**config.mk**
```make
export PLATFORM = sky130hd
export DESIGN_NAME = down_counter_4bit
export DESIGN_NICKNAME = d
export VERILOG_FILES = /design/src/rtl/down_counter_4bit.sv
export SDC_FILE = /design/constraint.sdc
export NUM_CORES = 1
export LEC_CHECK = 0
export CAP_MARGIN = 20
export CORE_AREA = 2 2 39 41
export DETAILED_ROUTE_END_ITERATION = 10
export DIE_AREA = 0 0 41 43
export PLACE_DENSITY = 0.56
export SKIP_LAST_GASP = 1
export SYNTH_ARGS = -nofsm -noshare
export SYNTH_HDL_FRONTEND = slang
export SYNTH_SLANG_ARGS = --single-unit
```
**constraint.sdc**
```tcl
create_clock -name clk -period 1.6 [get_ports clk]
set_input_delay 0.24 -clock clk [delete_from_list [all_inputs] [get_ports clk]]
set_output_delay 0.24 -clock clk [all_outputs]
set_load 0.02 [all_outputs]
```
**src/rtl/down_counter_4bit.sv**
```systemverilog
// Loadable down counter with IDLE/RUN/DONE timer FSM and borrow out.
// Define DOWN_COUNTER_AUTORELOAD_EN to restart from the last loaded value.
module down_counter_4bit #(
  parameter int WIDTH = 4
) (
  input  logic             clk,
  input  logic             rst,
  input  logic             en,
  input  logic             load,
  input  logic [WIDTH-1:0] in,
  input  logic             start,
  output logic [WIDTH-1:0] count,
  output logic             bo,
  output logic             busy,
  output logic             done
);

  typedef enum logic [1:0] {
    S_IDLE,
    S_RUN,
    S_DONE
  } state_t;

  state_t           r_state;
  state_t           w_state_nxt;
  logic [WIDTH-1:0] r_count;
  logic [WIDTH-1:0] w_count_nxt;
  logic             w_zero;
  logic             w_one;

  assign w_zero = (r_count == '0);
  assign w_one  = (r_count == WIDTH'(1));

`ifdef DOWN_COUNTER_AUTORELOAD_EN
  logic [WIDTH-1:0] r_reload;

  always_ff @(posedge clk or negedge rst) begin
    if (!rst) begin
      r_reload <= '0;
    end else if (load) begin
      r_reload <= in;
    end
  end
`endif

  always_comb begin
    w_state_nxt = r_state;
    w_count_nxt = r_count;
    if (load) begin
      w_count_nxt = in;
    end else if (en) begin
      w_count_nxt = r_count - WIDTH'(1);
    end
    unique case (r_state)
      S_IDLE: begin
        if (start) begin
          w_state_nxt = S_RUN;
        end
      end
      S_RUN: begin
        // a load this cycle restarts the timer, so skip terminal check
        if (!load && (w_zero || (en && w_one))) begin
          w_state_nxt = S_DONE;
        end
      end
      S_DONE: begin
`ifdef DOWN_COUNTER_AUTORELOAD_EN
        w_state_nxt = S_RUN;
        if (!load) begin
          w_count_nxt = r_reload;
        end
`else
        w_state_nxt = S_IDLE;
`endif
      end
      default: begin
        w_state_nxt = S_IDLE;
      end
    endcase
  end

  always_ff @(posedge clk or negedge rst) begin
    if (!rst) begin
      r_state <= S_IDLE;
      r_count <= '0;
    end else begin
      r_state <= w_state_nxt;
      r_count <= w_count_nxt;
    end
  end

  assign count = r_count;
  assign bo    = en & ~load & w_zero;
  assign busy  = (r_state == S_RUN);
  assign done  = (r_state == S_DONE);

endmodule

```
==> metrics.yaml, run 1 <==
status:
  status: "finished clean"
floorplanning:
  die_area_um2: 1760
  rows: 14
  initial_core_util_pct: 25.4
  die_height_um: 43
  io-pin-count: 16
  core-area_um2: 1380
  die_x_um: 41
logic_synthesis:
  yosys-top-cells-area: "dfrtp_1, ha_1, nor4b_4"
  syn-instance-count: 36
  synth_top_area_cell: "dfrtp_1"
  yosysWarnings: 0
  postSynthAreaPerCell_um2: 9.77
  netlist_area_um2: 352
  synth-seq-cells: 6
  yosysSeqAreaShare_pct: 42.7
  synth_top_area_share_pct: 42.7
  syn_nets: 48
  synth_cell_types: 18
critical_path:
  critPathRequiredTime_ns: 1.36
  max_stage_delay_ns: 0.59
  endpoint_kind: "primary output"
  regToRegStartpoint: "count[0]"
  cp-endpoint: "count[1]"
  cp_slowest_cell: "clkdlybuf4s50_1"
  critical_path_class: "reg -> out"
  startpoint_type: "flip-flop"
  ff2ff_path_depth: 5
  crit_chain: "buf_4 > clkdlybuf4s50_1"
  crit_fanout: 3
  cp-startpoint: "count[1]"
  r2r_end: "r_state[0]"
  r2r_slack_ns: 0.30
  cp.arrival_ns: 1.31
timing:
  finClkSkew_ns: 0.00386
  fmax_mhz: 647
  maxSlewHeadroom_pct: 79.1
  post-route-min-period_ns: 1.55
  worstMarginPinSlew_ns: 0.311
  timing.final.crit_share_pct: 96.6
  setup_violations: 0
  rsz0062_at_grt: "false"
  finalHoldViolCount: 0
  holdWs_ns: 0.226
  maxSlewViolCount: 0
  setup_ws_ns: 0.0547
finish:
  seq_area_um2: 150
  fin_nets: 75
  multi_input_area_um2: 189
  drive_gt1_share_pct: 21.3
  area_growth_pct: 70.5
  fillerInstances: 151
  antenna_cells: 0
  finalInstanceArea_um2: 599
  final_util_pct: 43.3
clock_tree:
  cts_hold_buffers: 0
  clockBufferDepth: 2
  htreeDepth: 1
  cts_tree: "yes"
  root_buffer: "clkbuf_4"
  path_clk_slew_ns: 0.04
  clock_latency_ns: 0.25
  clock_sinks: 6
  cts_inserted_buffers: 3
  cts_setup_buffers: 0
pwr:
  peakVddDrop_mv: 0.342
  finalPower_w: 0.000527
  power.density_nw_per_um2: 879
  p_sw_w: 0.000164
  p_int_w: 0.000363
  seqPwrFrac_pct: 35.3
  comb_power_share_pct: 38.2
  clockPowerShare_pct: 26.5
  switching_share_pct: 31.0
  p_leak_nw: 0.298
flow_run:
  maxCapViolCount: 0
place:
  port_buffers: 15
  dp_slack_ns: -0.185
  globalplace.congestion: 0.662
  placed_area_um2: 577
route:
  routed_wl_um: 758
  drc: 0
  ant_nets: 0
  dr.pass1.iters: 2
  first_iter_violations: 3
  routed_via_density: 4.27
  wl_per_cell_um: 9.84
  vias: 329
global_route:
  antenna_found_initial: 0
  grt_overflow: 0
  grt_start_max_net_pins: 10
  grt_pass1_wl_um: 1090
  first_global_vias: 271
  grt_usage_pct: 10.5
hold_path:
  min_path_type: "in -> async"
-- state kept, by name, indices dropped and copies added (netlist names) --
name,cells
r_state,2
count,4
-- power groups by stage --
stage | registers (W) | clock network, W | logic (W)
after floorplan | 0.000215 | 0 | 0.0000695
after global placement | 0.000188 | 0 | 0.000210
after detailed placement | 0.000188 | 0 | 0.000211
after CTS | 0.000186 | 0.000141 | 0.000206
after global routing | 0.000189 | 0.000153 | 0.000220
final | 0.000186 | 0.000140 | 0.000201
-- cells by family (layout without fill, tap and decap cells) --
logic type | count (synthesis) | count (layout) | synth area share, %
compound gates | 7 | 7 | 10.7
flops | 6 | 6 | 42.7
fa+ha+maj | 3 | 3 | 10.7
buf+inv | 3 | 28 | 3.56
simple gates | 14 | 14 | 24.9
xor+xnor | 3 | 3 | 7.47
-- worst max-delay path, delay by kind of cell (launching register included) --
family                 cells  cell delay, ns
DFF                        1            0.34
buffers and inverters      2            0.72
-- layer usage --
metal / routed length, µm / share of wire, % / track usage [%] / vias to the layer above
li1: - / - / - / 173
met1: 355 / 47 / 12.6 / 138
met2: 322 / 42 / 12.2 / 16
met3: 67 / 8.8 / 4.71 / 2
met4: 12 / 1.6 / 12.0 / 0
met5: 0 / 0 / 0 / -
-- what timing repair did --
item,CTS,global route
endpoints found under the setup margin,3,4
pin swaps,0,0
endpoints found under the hold margin,0,0
gates resized for setup,4,5
-- how the worst min path moves through the flow --
stage          slack (ns)        from    endpoint
2_1_floorplan       -0.06         rst    count[0]
3_3_place_gp         0.45  r_state[1]  r_state[0]
3_5_place_dp         0.45  r_state[1]  r_state[0]
4_1_cts              0.24         rst  r_state[0]
5_1_grt              0.24         rst  r_state[0]
6_report             0.23         rst  r_state[0]
-- synthesized netlist by cell type --
cell type,n
nor4_1,1
nor2b_1,2
nor3_1,1
o21ai_1,1
dfrtp_1,6
a21oi_1,1
clkbuf_2,1
ha_1,3
inv_1,2
xor2_1,1
nor4b_4,1
nand2_1,6
o21ai_0,4
and2_1,1
nand3b_1,1
a211oi_1,1
xnor2_1,2
nor2_1,1
-- area by class of cell --
type | instances | share of cell area [%]
sequential | 6 | 25.1
timing repair buffer | 23 | 35.1
inverter | 2 | 1.25
clock buffer | 3 | 3.76
tap | 16 | 3.34
multi-input combinational | 27 | 31.5
-- metrics by stage --
stage,cells,setup TNS [ns]
final,77,0
after global routing,77,0
after CTS,77,-0.0437
after detailed placement,74,-0.185
after global placement,74,-0.172
after floorplan,36,0
-- placed cells by master, fill, tap and decap left out, drive strengths merged --
cell	instances
nor2b	2
nand3b	1
clkbuf	4
dfrtp	6
o21ai	5
ha	3
nor4b	1
clkdlybuf4s50	9
dlygate4sd2	2
nand2	6
a21oi	1
xnor2	2
buf	8
dlymetal6s2s	3
a211oi	1
xor2	1
and2	1
nor3	1
nor2	1
inv	2
nor4	1
Power figures use the tool's default switching activity.
==> run 2: changes to the inputs <==
Settings changed: SLEW_MARGIN set to 0.
==> results of run 2 <==
Final layout, timing and power as in run 1 (identical DEF).
